## src/rtl/erx_decoder_if.sv

```systemverilog
// Receive-side bundle for erx_decoder: raw line and controller clears in,
// decoded byte, bit count and event pulses out.
interface erx_decoder_if;
   logic       d_line;
   logic       cnt_rst;
   logic       reset;
   logic       d_edge;
   logic       Idle;
   logic [7:0] E_Data;
   logic [3:0] count;
   logic       bit_strobe;

   modport master (
      output d_line, cnt_rst, reset,
      input  d_edge, Idle, E_Data, count, bit_strobe
   );

   modport slave (
      input  d_line, cnt_rst, reset,
      output d_edge, Idle, E_Data, count, bit_strobe
   );
endinterface

```

## src/rtl/erx_decoder.sv

```systemverilog
// Manchester receive decoder: synchronizes the raw line, times mid-bit edges and
// shifts decoded bits into E_Data. Define ERX_GLITCH_FILTER_EN for a 2-of-3 line filter.
module erx_decoder (
   input  logic          clk,
   input  logic          n_rst,
   erx_decoder_if.slave  bus
);
   typedef enum logic [1:0] {LINE_IDLE, GUARD, WINDOW} state_t;

   localparam logic [3:0] GUARD_END  = 4'd5;
   localparam logic [3:0] WINDOW_END = 4'd12;

   logic       sync1_q, sync1_d, sync2_q, sync2_d;
   logic       ln, ln_prev_q, ln_prev_d;
   logic       d_edge_q, d_edge_d;
   state_t     state_q, state_d;
   logic [3:0] timer_q, timer_d;
   logic       idle_q, idle_d;
   logic [7:0] e_data_q, e_data_d;
   logic [3:0] count_q, count_d;
   logic       strobe_q, strobe_d;
   logic       decode;

`ifdef ERX_GLITCH_FILTER_EN
   logic hist1_q, hist1_d, hist2_q, hist2_d;

   always_comb begin
      hist1_d = sync2_q;
      hist2_d = hist1_q;
      ln      = (sync2_q & hist1_q) | (sync2_q & hist2_q) | (hist1_q & hist2_q);
   end

   always_ff @(posedge clk or negedge n_rst) begin
      if (!n_rst) begin
         hist1_q <= 1'b0;
         hist2_q <= 1'b0;
      end else begin
         hist1_q <= hist1_d;
         hist2_q <= hist2_d;
      end
   end
`else
   always_comb ln = sync2_q;
`endif

   always_comb begin
      sync1_d   = bus.d_line;
      sync2_d   = sync1_q;
      ln_prev_d = ln;
      d_edge_d  = ln ^ ln_prev_q;
   end

   // Edges are only accepted from idle or inside the mid-bit window, so the
   // boundary transitions roughly half a bit after a decode fall into GUARD.
   always_comb begin
      state_d = state_q;
      timer_d = timer_q;
      decode  = 1'b0;
      case (state_q)
         LINE_IDLE: begin
            timer_d = 4'd0;
            if (d_edge_q) begin
               decode  = 1'b1;
               state_d = GUARD;
            end
         end
         GUARD: begin
            timer_d = timer_q + 4'd1;
            if (timer_q == GUARD_END) state_d = WINDOW;
         end
         WINDOW: begin
            if (d_edge_q) begin
               decode  = 1'b1;
               timer_d = 4'd0;
               state_d = GUARD;
            end else if (timer_q == WINDOW_END) begin
               timer_d = 4'd0;
               state_d = LINE_IDLE;
            end else begin
               timer_d = timer_q + 4'd1;
            end
         end
         default: begin
            timer_d = 4'd0;
            state_d = LINE_IDLE;
         end
      endcase
      idle_d = (state_d == LINE_IDLE);
   end

   // ln_prev_q holds the post-transition level while d_edge_q is high.
   always_comb begin
      e_data_d = e_data_q;
      count_d  = count_q;
      strobe_d = 1'b0;
      if (bus.reset) begin
         e_data_d = 8'h00;
         count_d  = 4'd0;
      end else if (decode) begin
         e_data_d = {e_data_q[6:0], ln_prev_q};
         count_d  = (bus.cnt_rst || count_q == 4'd8) ? 4'd1 : count_q + 4'd1;
         strobe_d = 1'b1;
      end else if (bus.cnt_rst) begin
         count_d  = 4'd0;
      end
   end

   always_ff @(posedge clk or negedge n_rst) begin
      if (!n_rst) begin
         sync1_q   <= 1'b0;
         sync2_q   <= 1'b0;
         ln_prev_q <= 1'b0;
         d_edge_q  <= 1'b0;
         state_q   <= LINE_IDLE;
         timer_q   <= 4'd0;
         idle_q    <= 1'b1;
         e_data_q  <= 8'h00;
         count_q   <= 4'd0;
         strobe_q  <= 1'b0;
      end else begin
         sync1_q   <= sync1_d;
         sync2_q   <= sync2_d;
         ln_prev_q <= ln_prev_d;
         d_edge_q  <= d_edge_d;
         state_q   <= state_d;
         timer_q   <= timer_d;
         idle_q    <= idle_d;
         e_data_q  <= e_data_d;
         count_q   <= count_d;
         strobe_q  <= strobe_d;
      end
   end

   assign bus.d_edge     = d_edge_q;
   assign bus.Idle       = idle_q;
   assign bus.E_Data     = e_data_q;
   assign bus.count      = count_q;
   assign bus.bit_strobe = strobe_q;
endmodule

```

## src/flat_wrapper.sv

```systemverilog
// flat-port wrapper written by rule: the top's interface ports become plain ports
module erx_decoder_flat 
  (clk, n_rst, bus_d_line, bus_cnt_rst, bus_reset, bus_d_edge, bus_Idle, bus_E_Data, bus_count, bus_bit_strobe);
  erx_decoder_if bus_i ();
  input  logic clk;
  input  logic n_rst;
  input wire logic [$bits(bus_i.d_line)-1:0] bus_d_line;
  input wire logic [$bits(bus_i.cnt_rst)-1:0] bus_cnt_rst;
  input wire logic [$bits(bus_i.reset)-1:0] bus_reset;
  output wire logic [$bits(bus_i.d_edge)-1:0] bus_d_edge;
  output wire logic [$bits(bus_i.Idle)-1:0] bus_Idle;
  output wire logic [$bits(bus_i.E_Data)-1:0] bus_E_Data;
  output wire logic [$bits(bus_i.count)-1:0] bus_count;
  output wire logic [$bits(bus_i.bit_strobe)-1:0] bus_bit_strobe;
  assign bus_i.d_line = bus_d_line;
  assign bus_i.cnt_rst = bus_cnt_rst;
  assign bus_i.reset = bus_reset;
  assign bus_d_edge = bus_i.d_edge;
  assign bus_Idle = bus_i.Idle;
  assign bus_E_Data = bus_i.E_Data;
  assign bus_count = bus_i.count;
  assign bus_bit_strobe = bus_i.bit_strobe;
  erx_decoder u_core (.clk(clk), .n_rst(n_rst), .bus(bus_i));
endmodule
```

## config.mk

```make
export PLATFORM = sky130hd
export DESIGN_NAME = erx_decoder_flat
export DESIGN_NICKNAME = d
export VERILOG_FILES = /design/src/rtl/erx_decoder_if.sv /design/src/rtl/erx_decoder.sv /design/src/flat_wrapper.sv
export SDC_FILE = /design/constraint.sdc
export NUM_CORES = 1
export LEC_CHECK = 0
export ABC_CLOCK_PERIOD_IN_PS = 1700
export CORE_MARGIN = 3
export CORE_UTILIZATION = 51
export CTS_CLUSTER_DIAMETER = 50
export DETAILED_ROUTE_END_ITERATION = 10
export GPL_TIMING_DRIVEN = 0
export PLACE_DENSITY_LB_ADDON = 0.3
export SYNTH_ARGS = -nofsm -noshare
export SYNTH_HDL_FRONTEND = slang
export SYNTH_SLANG_ARGS = --single-unit
```

## constraint.sdc

```tcl
create_clock -name clk -period 1.7 [get_ports clk]
set_clock_uncertainty 0.1 [all_clocks]
set_input_delay 0.51 -clock clk [delete_from_list [all_inputs] [get_ports clk]]
set_output_delay 0.51 -clock clk [all_outputs]
set_load 0.005 [all_outputs]
```

==> flow_summary.json, run 1 <==
{
  "grt_max_degree": 25,
  "required_ns": 1.86,
  "clk_latency_ns": 0.32,
  "postSynthCellCount": 113,
  "num_vias": 941,
  "dr.pass1.iters": 4,
  "drcViolationCount": 0,
  "p_leak_nw": 0.7479,
  "critPathKind": "reg2reg",
  "fp.dieW_um": 53.23,
  "num_rows": 16,
  "n_fill_cell": 164,
  "final_util_pct": 73.16,
  "gp_congestion": 0.8243,
  "ys.warnings.count": 0,
  "final-setup-viol-count": 0,
  "slowest_stage": "dfrtp_1",
  "grt_pass1_vias": 958,
  "outcome": "finished clean",
  "path_clk_slew_ns": 0.14,
  "hold_viol_final": 0,
  "routedWlPerCell_um": 14.43,
  "cts-root-buf": "clkbuf_4",
  "async_flop_share_pct": 100.0,
  "yosysSeqAreaShare_pct": 52.92,
  "syn_area_um2": 1137,
  "reg2reg_depth": 6,
  "grt_overflow_total": 0,
  "vdd_drop_max_mv": 0.8826,
  "cp_max_fo": 10,
  "endpoint_kind": "flip-flop",
  "drive_gt1_share_pct": 18.24,
  "initial_core_util_pct": 55.70,
  "post_synth.cell_area_avg_um2": 10.06,
  "port_buffers": 19,
  "ant_nets": 0,
  "power_density_nw_per_um2": 1087,
  "cts_buffers": 3,
  "wirelength_um": 2525,
  "maxSlewViolCount": 0,
  "critical_path_arrival_ns": 1.79,
  "finalNetCount": 163,
  "area_growth_pct": 31.35,
  "worst_pin_slew_ns": 1.034,
  "synth_cell_types": 29,
  "via_per_inst": 5.377,
  "cp-start-kind": "flip-flop",
  "cts_num_sinks": 24,
  "slew_headroom_pct": 30.97,
  "grt_use_total_pct": 19.78,
  "die_h_um": 53.23,
  "core_um2": 2042,
  "grt_pass1_wl_um": 4015,
  "ioPinCount": 20,
  "clockBufferDepth": 2,
  "crit_chain": "inv_1, ha_1, o21a_4, buf_4, nand4_1, a21oi_1",
  "drt_iter0_drc": 26,
  "fin_crit_ns": 1.630,
  "die_area_um2": 2833,
  "ys_seq_elements": 24,
  "fin_crit_sh_pct": 95.85,
  "dp_hpwl_um": 1592,
  "ys.flop_type": "dfrtp_1",
  "fmax_ghz": 0.6137,
  "htree_num_levels": 1,
  "antenna_found_initial": 0,
  "p_total_w": 0.001624,
  "synth_edf_count": 0,
  "syn-num-nets": 127,
  "hold_path.class": "in2async",
  "cts_tree": "built",
  "maxCapViolations": 0,
  "rrSetupSlack_ns": 0.07,
  "diodes": 0,
  "cpPeakStageDelay_ns": 0.42
}
-- Yosys cell counts, types with 2 or more instances --
library cell,instances,area share (%)
nand3_1,3,1.3
nand3b_1,2,1.3
inv_1,9,3.0
a21o_1,2,1.3
o21ai_1,2,0.88
nand2_1,19,6.3
ha_1,9,9.9
o22ai_1,2,1.1
a21oi_2,2,1.5
a21oi_1,14,6.2
dfrtp_1,23,51
nand4_1,2,1.1
xor2_1,2,1.5
nor2_1,7,2.3
-- report_power, final --
part	total [W]	internal (W)	switching, W
clock	0.000424	0.000239	0.000185
sequential	0.000688	0.000643	0.0000451
combinational	0.000512	0.000231	0.000281
total	0.00162	0.00111	0.000512
-- kinds of logic (layout without fill, tap and decap cells) --
kind of cell               Yosys count  count (layout)  share of synthesized area (%)
and+or+nand+nor                     37              37                          14.41
AOI/OAI and AO/OA                   28              28                          16.06
DFF                                 24              24                          52.92
buffers and inverters               12              47                          4.400
adders and majority gates            9               9                          9.901
xor gates and xnor gates             3               3                          2.311
-- per-stage QoR --
| step | std cells | cell area, µm² | setup TNS, ns | worst slack (ns) | hold slack, ns |
|---|---|---|---|---|---|
| after detailed placement | 159 | 1361 | -5.807 | -0.2130 | 0.2459 |
| after global placement | 159 | 1361 | -4.849 | -0.1853 | 0.2355 |
| final | 175 | 1494 | 0 | 0.07049 | 0.2384 |
| after CTS | 174 | 1483 | 0 | 0.01093 | 0.2768 |
| after global routing | 175 | 1494 | -0.01364 | -0.01364 | 0.2963 |
| after floorplan | 113 | 1137 | 0 | 0.1630 | 0.1144 |
-- worst paths after layout --
check | start | endpoint
max in group asynchronous | n_rst | u_core.bus.d_edge
worst max register to register | u_core.state_q[0] | u_core.bus.count[3]
worst max-delay path | u_core.state_q[0] | u_core.bus.count[3]
worst min register to register | u_core.sync1_q | u_core.ln
worst min-delay path | n_rst | u_core.bus.count[2]
min in group clk | u_core.sync1_q | u_core.ln
-- what timing repair did --
item,4_1_cts,5_1_grt
gates cloned,0,0
buffers inserted,11,1
gates resized for setup,18,4
endpoints found under the hold margin,0,0
hold buffers,0,0
pin swaps,0,0
setup endpoints to repair,22,15
-- state kept, by name, summed over array words and instances, names as in the netlist --
register	flops
u_core.ln_prev_q	1
u_core.ln	1
u_core.bus.Idle	1
u_core.bus.E_Data	8
u_core.timer_q	4
u_core.bus.count	4
u_core.sync1_q	1
u_core.bus.bit_strobe	1
u_core.bus.d_edge	1
u_core.state_q	2
-- area by class of cell --
class	instances	area (µm²)	share of cell area [%]
repair buffers	31	260.3	17.42
flip-flops and latches	24	603.1	40.37
multi-input cells	77	491.7	32.91
clock inverters	1	30.03	2.010
plain buffers	3	18.77	1.256
well taps	27	33.78	2.261
inverters	9	33.78	2.261
clock buffers	3	22.52	1.508
-- routing by layer --
layer	share of wire, %	track usage, %
met5	0	0
met4	0.36	3.830
met3	5.1	6.479
met2	52	35.10
met1	42	23.08
-- worst max-delay path: cells and delay by family (launching register included) --
family / cells / cell delay, ns
DFF: 1 / 0.42
buffers and inverters: 2 / 0.30
adders and majority gates: 1 / 0.28
AOI/OAI and AO/OA: 2 / 0.35
and+or+nand+nor: 1 / 0.10
-- cell usage in the layout (no fill, tap or decap) --
cell / n
buf_4: 14
o21a_4: 1
ha_2: 1
ha_1: 8
inv_1: 9
dfstp_2: 1
nand3_1: 3
a211o_1: 1
o22ai_1: 2
nand3b_1: 2
dlymetal6s2s_1: 1
nor4_1: 1
xor2_1: 2
a21o_1: 2
dlygate4sd2_1: 14
o21ai_1: 1
clkbuf_4: 3
nor2_1: 7
nand4_1: 2
a31oi_1: 1
nor3_1: 1
a21oi_2: 2
dfrtp_1: 22
bufinv_16: 1
o21a_1: 1
and3_1: 1
nand2_1: 19
xnor2_1: 1
dfrtp_2: 1
o21ai_2: 1
or3_1: 1
clkbuf_2: 1
a22o_1: 1
o21bai_2: 1
a21oi_1: 14
clkdlybuf4s50_1: 3
clkbuf_1: 1
Note: power is estimated with default switching activity, not from simulation.
==> inputs of run 2 (changes only) <==
--- a/config.mk
+++ b/config.mk
@@ -11,7 +11,9 @@
 export CTS_CLUSTER_DIAMETER = 50
 export DETAILED_ROUTE_END_ITERATION = 10
 export GPL_TIMING_DRIVEN = 0
+export MAX_ROUTING_LAYER = met4
 export PLACE_DENSITY_LB_ADDON = 0.3
 export SYNTH_ARGS = -nofsm -noshare
 export SYNTH_HDL_FRONTEND = slang
 export SYNTH_SLANG_ARGS = --single-unit
+export TNS_END_PERCENT = 1
==> run 2 against run 1 <==
Effect of this change: final area is 2.6% lower; clock power is 1% lower; global-route usage is 0.27 points higher; maximum frequency is 0.26% higher; combinational power hardly changed; die area stayed put; sequential share of layout area is 1.2 points higher; cell count is 4.0% lower; core utilization is 1.9 points lower; critical path depth is 5 lower.
==> flow_summary.json, run 2 (same netlist as run 1, synthesis figures left out) <==
{
  "swShare_pct": 31.44,
  "ioPinCount": 20,
  "maxSlewViolCount": 0,
  "routedWlPerCell_um": 14.19,
  "via_per_inst": 5.524,
  "critPathKind": "reg2out",
  "cts_num_sinks": 24,
  "vdd_drop_max_mv": 0.9019,
  "grt_pass1_vias": 915,
  "cp_max_fo": 3,
  "drcViolationCount": 0,
  "wl_met2_um": 1182,
  "largest_register_ffs": 8,
  "critPathBufInv": 1,
  "grt_overflow_total": 0,
  "final_cells": 168,
  "fmax_ghz": 0.6153,
  "slowest_stage": "dfrtp_1",
  "critical_path_arrival_ns": 1.02,
  "cpPeakStageDelay_ns": 0.42,
  "required_ns": 1.09,
  "outcome": "finished clean",
  "grt_pass1_wl_um": 3960,
  "hold_path.class": "in2async",
  "cp-start-kind": "flip-flop",
  "drt_iter0_drc": 33,
  "endpoint_kind": "output port",
  "cts-root-buf": "clkbuf_4",
  "port_buffers": 19,
  "htree_num_levels": 1,
  "die_area_um2": 2833,
  "cts_tree": "built",
  "fin_crit_ns": 1.625,
  "num_rows": 16,
  "wirelength_um": 2384,
  "num_vias": 928,
  "hold_viol_final": 0,
  "die_h_um": 53.23,
  "fp.dieW_um": 53.23,
  "final_cell_mix": "21 x dfrtp_1, 19 x nand2_1, 14 x a21oi_1, 14 x dlygate4sd2_1, 8 x inv_1",
  "dr.pass1.iters": 4,
  "clockPowerShare_pct": 25.8,
  "postPlaceCellArea_um2": 1361,
  "grt_use_total_pct": 20.05,
  "holdWs_ns": 0.2390,
  "clk_latency_ns": 0.32,
  "grt_max_degree": 25,
  "setup_tns_ns": 0,
  "initial_core_util_pct": 55.70,
  "dp.cells": 159,
  "gp_congestion": 0.8368,
  "top_layer": "met4",
  "area_growth_pct": 27.94,
  "wl_met3_um": 154,
  "power_density_nw_per_um2": 1116,
  "diodes": 0,
  "comb_power_share_pct": 31.3,
  "antenna_found_initial": 0,
  "p_leak_nw": 0.7077,
  "power_switching_w": 0.0005106,
  "p_total_w": 0.001624,
  "stdcell_area_um2": 1455,
  "finalNetCount": 156,
  "final-setup-viol-count": 0,
  "clockBufferDepth": 2,
  "wl_met1_um": 1004,
  "seqPwrFrac_pct": 42.9,
  "rsz0062_at_grt": "no",
  "slew_headroom_pct": 31.29,
  "maxCapViolations": 0,
  "cts_buffers": 3,
  "worst_pin_slew_ns": 1.029,
  "cp_top_family": "flip-flops",
  "ant_nets": 0,
  "path_clk_slew_ns": 0.14,
  "fin_crit_sh_pct": 95.60,
  "drive_gt1_share_pct": 16.31,
  "core_um2": 2042,
  "crit_chain": "dlygate4sd2_1",
  "layout_commonest_cell": "dfrtp_1",
  "power.internal_w": 0.001113,
  "dp_hpwl_um": 1592
}
[run 2: worst paths after layout]
check | startpoint | endpoint | slack (ns) | cells past startpoint
hold reg to reg | u_core.sync1_q | u_core.ln | 0.27 | 0
setup / recovery | u_core.bus.E_Data[6] | bus_E_Data[6] | 0.07 | 1
setup reg to reg | u_core.state_q[0] | u_core.bus.count[3] | 0.08 | 6
max in group asynchronous | n_rst | u_core.bus.d_edge | 0.57 | 1
hold / removal | n_rst | u_core.state_q[1] | 0.24 | 1
min in group clk | u_core.sync1_q | u_core.ln | 0.27 | 0
[run 2: through the flow]
step           setup slack, ns  util, %
2_1_floorplan           0.1630        -
3_3_place_gp           -0.1853    66.67
6_report               0.07474    71.26
5_1_grt                0.01685    71.26
3_5_place_dp           -0.2130    66.67
4_1_cts                0.02860    70.53
[run 2: what timing repair did]
| item | in CTS | in global routing |
|---|---|---|
| setup buffers | 5 | 0 |
| hold buffers | 0 | 0 |
| endpoints found under the setup margin | 22 | 14 |
| gates resized for setup | 19 | 7 |
[run 2: layer usage]
metal,vias up,global-route usage [%]
li1,442,-
met1,442,23.63
met2,36,34.29
met3,8,5.915
met4,0,3.404
met5,-,-
[run 2: layout make-up]
cell class / count / area [µm²]
plain buffers: 3 / 18.77
repair buffers: 24 / 207.7
fillers: 166 / 586.8
clock buffers: 3 / 22.52
clock inverters: 1 / 30.03
multi-input cells: 77 / 504.2
well taps: 27 / 33.78
flip-flops and latches: 24 / 604.3
inverters: 9 / 33.78
[run 2: power by group through the flow]
| stage | clock, W | combinational, W | sequential (W) |
|---|---|---|---|
| after floorplan | 0 | 0.000295 | 0.000706 |
| final | 0.000418 | 0.000509 | 0.000697 |
| after CTS | 0.000425 | 0.000473 | 0.000694 |
| after detailed placement | 0 | 0.000450 | 0.000716 |
| after global placement | 0 | 0.000431 | 0.000709 |
| after global routing | 0.000448 | 0.000572 | 0.000705 |
==> inputs of run 3 (changes only) <==
--- a/config.mk
+++ b/config.mk
@@ -7,8 +7,10 @@
 export LEC_CHECK = 0
 export ABC_CLOCK_PERIOD_IN_PS = 1700
 export CORE_MARGIN = 3
-export CORE_UTILIZATION = 51
+export CORE_UTILIZATION = 53
+export CTS_BUF_LIST = sky130_fd_sc_hd__clkbuf_4 sky130_fd_sc_hd__clkbuf_8
 export CTS_CLUSTER_DIAMETER = 50
+export CTS_CLUSTER_SIZE = 28
 export DETAILED_ROUTE_END_ITERATION = 10
 export GPL_TIMING_DRIVEN = 0
 export MAX_ROUTING_LAYER = met4
==> run 3 against run 2 <==
Effect of this change: worst hold slack improved by 0.027 ns; first-iteration DRC count fell by 45%; total power fell by 11%; register-to-register slack barely moved; largest power group unchanged; maximum frequency fell by 1.4%; sequential share of layout area rose by 1.7 points; non-clock buffer count fell by 5; via count fell by 5.9%; combinational power fell by 13%; clock power fell by 28%; sequential power rose by 1%.
==> flow_summary.json, run 3 (same netlist as run 1, synthesis figures left out) <==
{
  "via_per_inst": 5.356,
  "final_cell_mix": "20 x dfrtp_1, 19 x nand2_1, 14 x a21oi_1",
  "slowest_stage": "dfstp_2",
  "cp_top_family": "flip-flops",
  "clk_latency_ns": 0.31,
  "final-setup-viol-count": 0,
  "die_h_um": 52.33,
  "endpoint_kind": "output port",
  "drive_gt1_share_pct": 12.50,
  "power_density_nw_per_um2": 1033,
  "initial_core_util_pct": 56.81,
  "cts-root-buf": "clkbuf_4",
  "critPathKind": "reg2out",
  "stdcell_area_um2": 1400,
  "clockBufferDepth": 2,
  "hold_path.class": "in2async",
  "area_growth_pct": 23.10,
  "num_rows": 16,
  "grt_overflow_total": 0,
  "finalNetCount": 151,
  "holdWs_ns": 0.2656,
  "cp-start-kind": "flip-flop",
  "fp.dieW_um": 52.33,
  "top_layer": "met4",
  "setup.worst_path.end": "bus_Idle",
  "largest_register_ffs": 8,
  "cpPeakStageDelay_ns": 0.54,
  "setup_tns_ns": 0,
  "wirelength_um": 2071,
  "grt_pass1_wl_um": 3491,
  "layout_commonest_cell": "dfrtp_1",
  "grt_use_total_pct": 18.20,
  "ant_nets": 0,
  "critPathBufInv": 1,
  "slew_headroom_pct": 29.15,
  "fin_crit_ns": 1.649,
  "final_util_pct": 69.94,
  "postPlaceCellArea_um2": 1361,
  "worstReg2RegStart": "u_core.state_q[0]",
  "critical_path_arrival_ns": 1.04,
  "maxCapViolations": 0,
  "crit_chain": "clkdlybuf4s15_1",
  "wl_met2_um": 1017,
  "cp_max_fo": 1,
  "drt_iter0_drc": 18,
  "htree_num_levels": 1,
  "outcome": "finished clean",
  "cts_tree": "built",
  "dr.pass1.iters": 4,
  "fmax_ghz": 0.6065,
  "num_vias": 873,
  "path_clk_slew_ns": 0.13,
  "required_ns": 1.09,
  "worst_pin_slew_ns": 1.061,
  "rsz0062_at_grt": "no",
  "fin_crit_sh_pct": 96.99,
  "drcViolationCount": 0,
  "die_area_um2": 2738,
  "port_buffers": 19,
  "grt_max_degree": 25,
  "diodes": 0,
  "routedWlPerCell_um": 12.71,
  "p_leak_nw": 0.6687,
  "rrSetupSlack_ns": 0.08,
  "reg2reg_depth": 5,
  "path_depth": 1,
  "vdd_drop_max_mv": 0.6166,
  "cts_num_sinks": 24,
  "gp_congestion": 0.8967,
  "wl_met3_um": 100,
  "antenna_found_initial": 0,
  "core_um2": 2002,
  "wl_met1_um": 925,
  "grt_pass1_vias": 798,
  "cts_buffers": 3,
  "hold_viol_final": 0,
  "maxSlewViolCount": 0,
  "ioPinCount": 20,
  "crit_start": "u_core.bus.Idle",
  "dp_hpwl_um": 1505,
  "r2r-end": "u_core.bus.count[1]"
}
## run 3: changes by cell type in the layout (fill, tap and decap cells not counted), sizes merged
cell and delta:
buf -5, bufinv -1, clkdlybuf4s15 +3, dlygate4sd2 -2
## run 3: metal layers
layer	vias up	GRT usage [%]
li1	428	-
met1	416	22.22
met2	25	28.10
met3	4	3.419
met4	0	10.64
met5	-	-
## run 3: worst reg2reg max path, delay by kind of cell (launching register included)
kind	cells	cell delay, ns
compound gates	2	0.37
fa+ha+maj	1	0.24
buf+inv	1	0.11
flops	1	0.42
simple gates	1	0.32
## run 3: worst min path at each step
stage	from	endpoint	slack [ns]	depth (start not counted)
6_report	n_rst	u_core.bus.d_edge	0.27	1
3_5_place_dp	u_core.sync1_q	u_core.ln	0.24	0
4_1_cts	u_core.sync1_q	u_core.ln	0.27	0
2_1_floorplan	n_rst	u_core.bus.E_Data[0]	0.11	0
3_3_place_gp	u_core.sync1_q	u_core.ln	0.24	0
5_1_grt	u_core.sync1_q	u_core.ln	0.29	0
## run 3: power by group
part	internal (W)	total (W)	leakage, nW	switching, W
logic	0.000207	0.000443	0.334	0.000236
registers	0.000644	0.000705	0.314	0.0000608
clock network	0.000131	0.000299	0.0210	0.000168
## run 3: final cells by class
class	count	area, µm²
inverters	9	33.78
clock buffers	4	36.28
multi-input cells	77	494.2
repair buffers	19	177.7
flip-flops and latches	24	605.6
fillers	165	601.8
well taps	27	33.78
plain buffers	3	18.77
## run 3: metrics by stage
step                      cells  setup slack (ns)  total power (W)
after floorplan             113            0.1630         0.001001
after global placement      159           -0.1789         0.001140
after detailed placement    159           -0.2253         0.001162
after CTS                   163         0.0001309         0.001448
after global routing        163          0.008771         0.001543
final                       163           0.05111         0.001447
## run 3: what timing repair did
item | CTS | global route
resized for setup | 17 | 9
pin swaps | 0 | 0
setup endpoints to repair | 19 | 18
hold buffers | 0 | 0
buffers inserted | 0 | 0
